$ cat src/rtl/irq_pkg.sv
// Shared types for the interrupt request front end.
// Latency: n/a (types and constants only).
// Backpressure: n/a.
package irq_pkg;

  localparam int IRQ_N   = 8;
  localparam int IRQ_IDW = 3;

  typedef logic [IRQ_N-1:0]   irq_vec_t;
  typedef logic [IRQ_IDW-1:0] irq_id_t;

  // Presentation handshake states.
  typedef enum logic [1:0] {
    IRQ_IDLE    = 2'd0,
    IRQ_PRESENT = 2'd1,
    IRQ_SETTLE  = 2'd2
  } irq_state_t;

endpackage

$ cat src/rtl/irq_sync_edge.sv
// Synchronises one async request line and flags its synced 0->1 transition.
// Latency: level valid SYNC_STAGES clk after req; rise is combinational off the flops.
// Backpressure: none; every synced rising edge produces exactly one rise cycle.
//
// Ports:
//   clk, rst_n  clock and async active-low reset
//   req         raw asynchronous request line
//   level       synchronised request level
//   rise        high for one cycle after a synced 0->1 transition
module irq_sync_edge #(
  parameter int SYNC_STAGES = 2
) (
  input  logic clk,
  input  logic rst_n,
  input  logic req,
  output logic level,
  output logic rise
);

  logic [SYNC_STAGES-1:0] sync_q;
  logic                   prev_q;

  always_ff @(posedge clk or negedge rst_n) begin
    if (!rst_n) begin
      sync_q <= '0;
      prev_q <= 1'b0;
    end else begin
      sync_q <= {sync_q[SYNC_STAGES-2:0], req};
      prev_q <= sync_q[SYNC_STAGES-1];
    end
  end

  assign level = sync_q[SYNC_STAGES-1];
  // Edge is taken against the previous synced sample, never the raw line.
  assign rise  = level & ~prev_q;

endmodule

$ cat src/rtl/irq_pending_latch.sv
// Latches synced request edges into pending bits and presents one encoder-chosen ID at a time.
// Latency: req rise -> pending +SYNC_STAGES+1 clk -> pend +1 clk -> int_valid +1 clk.
// Backpressure: int_id held until int_ack; at most one ID per 3 clk; unacked edges pile into ovf.
//
// Ports:
//   clk, rst_n          clock and async active-low reset
//   req[N]              raw async request lines
//   mask[N]             1 = line enabled; gates pend only, capture is unaffected
//   pend[N]             registered pending & mask, drives the external encoder
//   enc_y, enc_valid    encoder result computed from pend
//   int_valid, int_id   presented interrupt ID
//   int_ack             consumer accept, honoured only while int_valid=1
//   ovf[N], ovf_clr[N]  sticky overflow flags, write-1-to-clear
module irq_pending_latch
  import irq_pkg::*;
#(
  parameter int N           = IRQ_N,
  parameter int IDW         = IRQ_IDW,
  parameter int SYNC_STAGES = 2,
  parameter int EDGE_MODE   = 1
) (
  input  logic           clk,
  input  logic           rst_n,
  input  logic [N-1:0]   req,
  input  logic [N-1:0]   mask,
  output logic [N-1:0]   pend,
  input  logic [IDW-1:0] enc_y,
  input  logic           enc_valid,
  output logic           int_valid,
  output logic [IDW-1:0] int_id,
  input  logic           int_ack,
  output logic [N-1:0]   ovf,
  input  logic [N-1:0]   ovf_clr
);

  logic [N-1:0] lvl;
  logic [N-1:0] rise;
  logic [N-1:0] pending;
  logic [N-1:0] clr;
  logic [N-1:0] ovf_set;
  irq_state_t   state;

  for (genvar i = 0; i < N; i++) begin : g_sync
    irq_sync_edge #(
      .SYNC_STAGES(SYNC_STAGES)
    ) u_sync (
      .clk  (clk),
      .rst_n(rst_n),
      .req  (req[i]),
      .level(lvl[i]),
      .rise (rise[i])
    );
  end

  // Accepted ack clears the presented bit; only PRESENT can accept, so a
  // held ack cannot clear twice.
  always_comb begin
    clr     = '0;
    ovf_set = '0;
    if (EDGE_MODE != 0) begin
      if (state == IRQ_PRESENT && int_ack)
        clr = {{(N-1){1'b0}}, 1'b1} << int_id;
      // A clear in the same cycle consumes the old edge, so the new one is not an overflow.
      ovf_set = rise & pending & ~clr;
    end
  end

  always_ff @(posedge clk or negedge rst_n) begin
    if (!rst_n) begin
      pending <= '0;
      pend    <= '0;
      ovf     <= '0;
    end else begin
      if (EDGE_MODE != 0)
        pending <= (pending & ~clr) | rise;   // set wins over clear
      else
        pending <= lvl;
      pend <= pending & mask;
      ovf  <= (ovf & ~ovf_clr) | ovf_set;     // set wins over ovf_clr
    end
  end

  always_ff @(posedge clk or negedge rst_n) begin
    if (!rst_n) begin
      state     <= IRQ_IDLE;
      int_valid <= 1'b0;
      int_id    <= '0;
    end else begin
      case (state)
        IRQ_IDLE: begin
          if (enc_valid) begin
            int_id    <= enc_y;
            int_valid <= 1'b1;
            state     <= IRQ_PRESENT;
          end
        end
        IRQ_PRESENT: begin
          // int_id stays frozen here regardless of mask/pend movement.
          if (int_ack) begin
            int_valid <= 1'b0;
            state     <= IRQ_SETTLE;
          end
        end
        IRQ_SETTLE: begin
          // Lets pend drop the cleared bit before the encoder is sampled again.
          state <= IRQ_IDLE;
        end
        default: begin
          int_valid <= 1'b0;
          state     <= IRQ_IDLE;
        end
      endcase
    end
  end

endmodule

$ cat config.mk
export PLATFORM = sky130hd
export DESIGN_NAME = irq_pending_latch
export DESIGN_NICKNAME = d
export VERILOG_FILES = /design/src/rtl/irq_pkg.sv /design/src/rtl/irq_sync_edge.sv /design/src/rtl/irq_pending_latch.sv
export SDC_FILE = /design/constraint.sdc
export NUM_CORES = 1
export LEC_CHECK = 0
export ABC_AREA = 0
export CAP_MARGIN = 20
export CORE_MARGIN = 8
export CORE_UTILIZATION = 50
export CTS_CLUSTER_SIZE = 24
export DETAILED_ROUTE_END_ITERATION = 6
export GPL_TIMING_DRIVEN = 0
export PLACE_DENSITY = 0.83
export SLEW_MARGIN = 15
export SYNTH_ARGS = -nofsm -noshare
export SYNTH_HDL_FRONTEND = slang
export SYNTH_SLANG_ARGS = --single-unit
$ cat constraint.sdc
create_clock -name clk -period 3.9 [get_ports clk]
set_clock_uncertainty 0.15 [all_clocks]
set_input_delay 1.17 -clock clk [delete_from_list [all_inputs] [get_ports clk]]
set_output_delay 1.17 -clock clk [all_outputs]
set_load 0.1 [all_outputs]
==> summary.txt, run 1 <==
Post-cts resize count: 0
First-pass GRT wire length: 6130 um
CP Data Required Time: 2.58 ns
Outcome: complete, no violations
MaxCap Viol Count: 0
Starting Density: 0.506
Critical Path Start Type: flip-flop
Most frequent cells in the layout: dfrtp_1, clkdlybuf4s50_1, o21ai_0
Synth Warn #: 0
Core Region: 0.00358 sq mm
CP Buf/Inv Count: 1
Cell variety after synth: 21
Num CTS Buffers: 5
Crit. End Element: output port
Worst Tran Pin Value: 1.00 ns
GRT Util Overall: 0.131
Placed cell area: 0.00239 sq mm
Placed cell count: 226
Buffers inserted by post-CTS timing repair: 0
Final hold vios: 0
Number of synthesized register bits: 54
Synth-to-layout area growth: 36.5%
ANT nets after route: 0
Via count: 1131
Worst skew pair latency: 0.37 ns
Die area: 0.00580 sq mm
Hold Path Class: reg2reg
Drt pass-1 iters: 4
FP Rows: 22
Setup TNS: 0 ns
TritonCTS clock tree: done
Nets: 216
Hold_buf cts: 0
Crit-path slowest cell: clkdlybuf4s50_1
Multi-input gate area: 422 sq um
Non-Filler Instances: 234
DRT iter0 DRCs: 53
Power density over cell area: 624 mW/mm^2
Initial antenna violation count: 0
GRT overflow: 0
Final Power: 1.54 mW
Syn Inst Count: 127
Delay-heaviest family, CP: buffers and inverters
Fill cell count: 268
Detailed-route DRC error count: 0
Achievable frequency: 295 MHz
Die Span Y: 76.2 um
VDD IR max: 546 uV
Clk sinks: 54
Largest net degree at the start of global routing: 30
RSZ-0062 raised after global routing: no
Layout cell share with drive strength beyond 1: 0.0806
Share of flip-flops with an asynchronous set or reset: 1.00
CTS max path bufs: 2
Predominant post-synthesis flop cell: dfrtp_1
FF+latch area: 0.00135 sq mm
Critical path's largest stage delay: 1.20 ns
Post-synth EDFFs: 0
Hold Crit Depth: 0
Ports: 51
Critical path depth in cells: 1
Die Wd: 76.2 um
ANT cells: 0
Maximum fanout along the worst path: 8
Setup CP Type: reg2out
Min cycle time layout: 3.38 ns
Final setup viols: 0
Worst-path cell chain: clkdlybuf4s50_1
Vias per inst: 4.83
Max-slew headroom: 0.330
Design Area, Final: 0.00247 sq mm
RePlAce Congestion: 0.757
Commonest non-fill, non-tap cell in the layout: dfrtp_1
Root Buffer: clkbuf_4
Syn_nets: 158
Arrival time at the worst endpoint: 2.06 ns
Vias in the first global route: 1291
Final period utilization: 0.868
Reg clk slew, reported paths: 0.13 ns
Post-DP HPWL: 2710 um
Syn_area_per_cell: 14.3 sq um
Cells on worst reg2reg path: 3
Post-Syn Area: 0.00181 sq mm
H-tree depth: 2
PortBufs: 50
Final Max Tran Viols: 0
Lkg Pwr: 1.03 nW
Routed wire length: 3490 um
Routed len/inst: 14.9 um
Seq/Total Area, Yosys: 0.746
## flip-flops by register name (all words and copies together), names as in the netlist
name,count
g_sync.u_sync.prev_q,8
g_sync.u_sync.sync_q,16
int_id,3
int_valid,1
ovf,8
pend,8
pending,8
state,2
## power breakdown
part | switching (mW) | total, mW | internal, mW
Sequential | 0.0567 | 0.690 | 0.633
Clock | 0.164 | 0.297 | 0.133
Combinational | 0.403 | 0.555 | 0.153
## metal layers
metal / track usage / vias to the layer above / share of wire
met3: 0.0590 / 4 / 0.079
met2: 0.222 / 41 / 0.50
met5: 0 / - / 0
li1: - / 544 / -
met1: 0.141 / 542 / 0.40
met4: 0.0462 / 0 / 0.012
## path summary, 6_finish.rpt
kind	endpoint	slack, ns	startpoint
max	int_id[2]	0.52	int_id[2]
min	g_sync[7].u_sync.sync_q[1]	0.22	g_sync[7].u_sync.sync_q[0]
max reg2reg	ovf[2]	2.20	state[1]
min reg2reg	g_sync[7].u_sync.sync_q[1]	0.22	g_sync[7].u_sync.sync_q[0]
max in group asynchronous	g_sync[6].u_sync.sync_q[0]	2.39	rst_n
min in group asynchronous	ovf[4]	0.66	rst_n
## cells in the mapped netlist, drive strengths merged, types with 2 or more instances
master,instances,share of area
dfrtp,54,0.75
o21ai,13,0.036
inv,10,0.021
nand2b,9,0.031
and2,8,0.028
nor2b,8,0.028
o211ai,6,0.025
mux2,3,0.019
nor2,3,0.0062
nand2,2,0.0041
## worst register-to-register path: stages, from the launching register on
cell and delay (ns):
dfrtp_1 0.45, nand4b_1 0.41, o311ai_0 0.45, o21ai_0 0.14
## stage by stage
step | util | hold WS, ns | setup slack, ns
3_3_place_gp | 0.663 | 0.182 | 0.0884
2_1_floorplan | - | 0.181 | 1.61
3_5_place_dp | 0.669 | 0.186 | 0.904
4_1_cts | 0.691 | 0.218 | 0.488
6_report | 0.691 | 0.216 | 0.515
5_1_grt | 0.691 | 0.228 | 0.415
## logic make-up after synthesis
group,Yosys count,synth area share
flip-flops,54,0.746
buffers and inverters,10,0.0207
AND/OR/NAND/NOR,35,0.128
multiplexers,3,0.0187
AO/OA/AOI/OAI,25,0.0864
## cell type report
| cell class | count | share of cell area |
|---|---|---|
| inverters | 10 | 0.0152 |
| clock buffers | 5 | 0.0152 |
| clock inverters | 3 | 0.0162 |
| flip-flops and latches | 54 | 0.547 |
| multi-input cells | 63 | 0.171 |
| well taps | 48 | 0.0243 |
| repair buffers | 51 | 0.212 |
No activity file was read; power rests on OpenSTA's default activity.
==> inputs of run 2 (changes only) <==
--- a/config.mk
+++ b/config.mk
@@ -7,12 +7,14 @@
 export LEC_CHECK = 0
 export ABC_AREA = 0
 export CAP_MARGIN = 20
+export CELL_PAD_IN_SITES_DETAIL_PLACEMENT = 2
+export CELL_PAD_IN_SITES_GLOBAL_PLACEMENT = 2
 export CORE_MARGIN = 8
-export CORE_UTILIZATION = 50
+export CORE_UTILIZATION = 33
 export CTS_CLUSTER_SIZE = 24
 export DETAILED_ROUTE_END_ITERATION = 6
 export GPL_TIMING_DRIVEN = 0
-export PLACE_DENSITY = 0.83
+export PLACE_DENSITY_LB_ADDON = 0.1
 export SLEW_MARGIN = 15
 export SYNTH_ARGS = -nofsm -noshare
 export SYNTH_HDL_FRONTEND = slang
==> run 2 against run 1 <==
Effect of this change: via count grew 4.8%; count of clock-buffer cells in the layout did not move; critical endpoint unchanged; core utilization down 22 points.
==> summary.txt, run 2 (synthesis gave the netlist of run 1 again) <==
Outcome: complete, no violations
H-tree depth: 2
Worst Tran Pin Value: 0.983 ns
Crit. End Element: output port
FF+latch area: 0.00135 sq mm
GRT overflow: 0
Layout cell share with drive strength beyond 1: 0.0856
Root Buffer: clkbuf_8
Routed wire length: 4250 um
PortBufs: 50
Largest register FFs: 16
Min cycle time layout: 3.34 ns
Fill cell count: 558
Worst-path cell chain: clkdlybuf4s50_1
Delay-heaviest family, CP: buffers and inverters
Setup TNS: 0 ns
RePlAce Congestion: 0.714
Commonest non-fill, non-tap cell in the layout: dfrtp_1
Reg clk slew, reported paths: 0.10 ns
CTS max path bufs: 2
Final Max Tran Viols: 0
Detailed-route DRC error count: 0
Ports: 51
Die area: 0.00811 sq mm
MaxCap Viol Count: 0
Crit-path slowest cell: clkdlybuf4s50_1
Synth-to-layout area growth: 39.9%
Hold Path Class: reg2reg
Largest net degree at the start of global routing: 35
Lkg Pwr: 1.04 nW
Core Region: 0.00541 sq mm
FP Rows: 27
ANT cells: 0
Vias per inst: 4.58
Via count: 1185
Final setup viols: 0
Drt pass-1 iters: 4
Die Wd: 90.1 um
Final Power: 1.57 mW
Critical Path Start Type: flip-flop
Final period utilization: 0.856
Die Span Y: 90.1 um
Vias in the first global route: 1458
Achievable frequency: 300 MHz
Post-cts resize count: 0
Maximum fanout along the worst path: 8
CP Buf/Inv Count: 1
Setup CP Type: reg2out
Multi-input gate area: 422 sq um
RSZ-0062 raised after global routing: no
Starting Density: 0.335
DRT iter0 DRCs: 39
Buffers inserted by post-CTS timing repair: 0
Post-DP HPWL: 3320 um
Power density over cell area: 619 mW/mm^2
Final hold vios: 0
Nets: 217
Most flop-heavy register: g_sync.u_sync.sync_q
ANT nets after route: 0
Clk sinks: 54
Most frequent cells in the layout: dfrtp_1, clkdlybuf4s50_1, o21ai_0
TritonCTS clock tree: done
Hold_buf cts: 0
Arrival time at the worst endpoint: 2.02 ns
Max-slew headroom: 0.343
VDD IR max: 276 uV
Num CTS Buffers: 5
Critical path's largest stage delay: 1.20 ns
GRT Util Overall: 0.112
First-pass GRT wire length: 7250 um
Initial antenna violation count: 0
Routed len/inst: 16.4 um
Util after Layout: 0.469
Worst skew pair latency: 0.31 ns
CP Data Required Time: 2.58 ns
[run 2: cell count changes in the layout (fill, tap and decap cells not counted), sizes merged]
cell      change
bufinv        -1
buf           +1
clkinvlp      +1
[run 2: per-stage QoR]
step                instances  cell area (sq um)  hold WS (ns)  worst slack (ns)
finish                    259               2530         0.211             0.562
CTS                       259               2530         0.213             0.522
global route              259               2530         0.222             0.495
floorplan                 127               1810         0.181              1.61
detailed placement        251               2440         0.188             0.678
global placement          249               2400         0.184           -0.0122
[run 2: routing by layer]
metal,routed length [um],track usage,vias to the layer above
li1,-,-,539
met1,1750,0.120,616
met2,2320,0.207,28
met3,152,0.0341,2
met4,21,0.0291,0
met5,0,0,-
[run 2: path summary, 6_finish.rpt]
| kind | start | to | slack [ns] | cells past startpoint |
|---|---|---|---|---|
| worst min register to register | g_sync[5].u_sync.sync_q[0] | g_sync[5].u_sync.sync_q[1] | 0.21 | 0 |
| worst max-delay path | int_id[2] | int_id[2] | 0.56 | 1 |
| min in group asynchronous | rst_n | pend[4] | 0.49 | 1 |
| worst max register to register | state[1] | ovf[2] | 2.02 | 3 |
| max in group asynchronous | rst_n | pend[7] | 2.57 | 3 |
| worst min-delay path | g_sync[5].u_sync.sync_q[0] | g_sync[5].u_sync.sync_q[1] | 0.21 | 0 |
[run 2: layout make-up]
class / count / share of cell area
inverters: 10 / 0.0148
clock buffers: 5 / 0.0272
multi-input cells: 63 / 0.166
repair buffers: 52 / 0.214
well taps: 72 / 0.0356
flip-flops and latches: 54 / 0.533
clock inverters: 3 / 0.00840
[run 2: worst reg2reg max path, delay by kind of cell (launching register included)]
kind / cells / cell delay [ns]
AND/OR/NAND/NOR: 1 / 0.49
flip-flops: 1 / 0.44
AO/OA/AOI/OAI: 2 / 0.67
[run 2: power breakdown]
group	internal, mW	total [mW]	switching [mW]
sequential	0.633	0.694	0.0603
clock	0.127	0.311	0.184
combinational	0.155	0.563	0.408
total	0.915	1.57	0.653
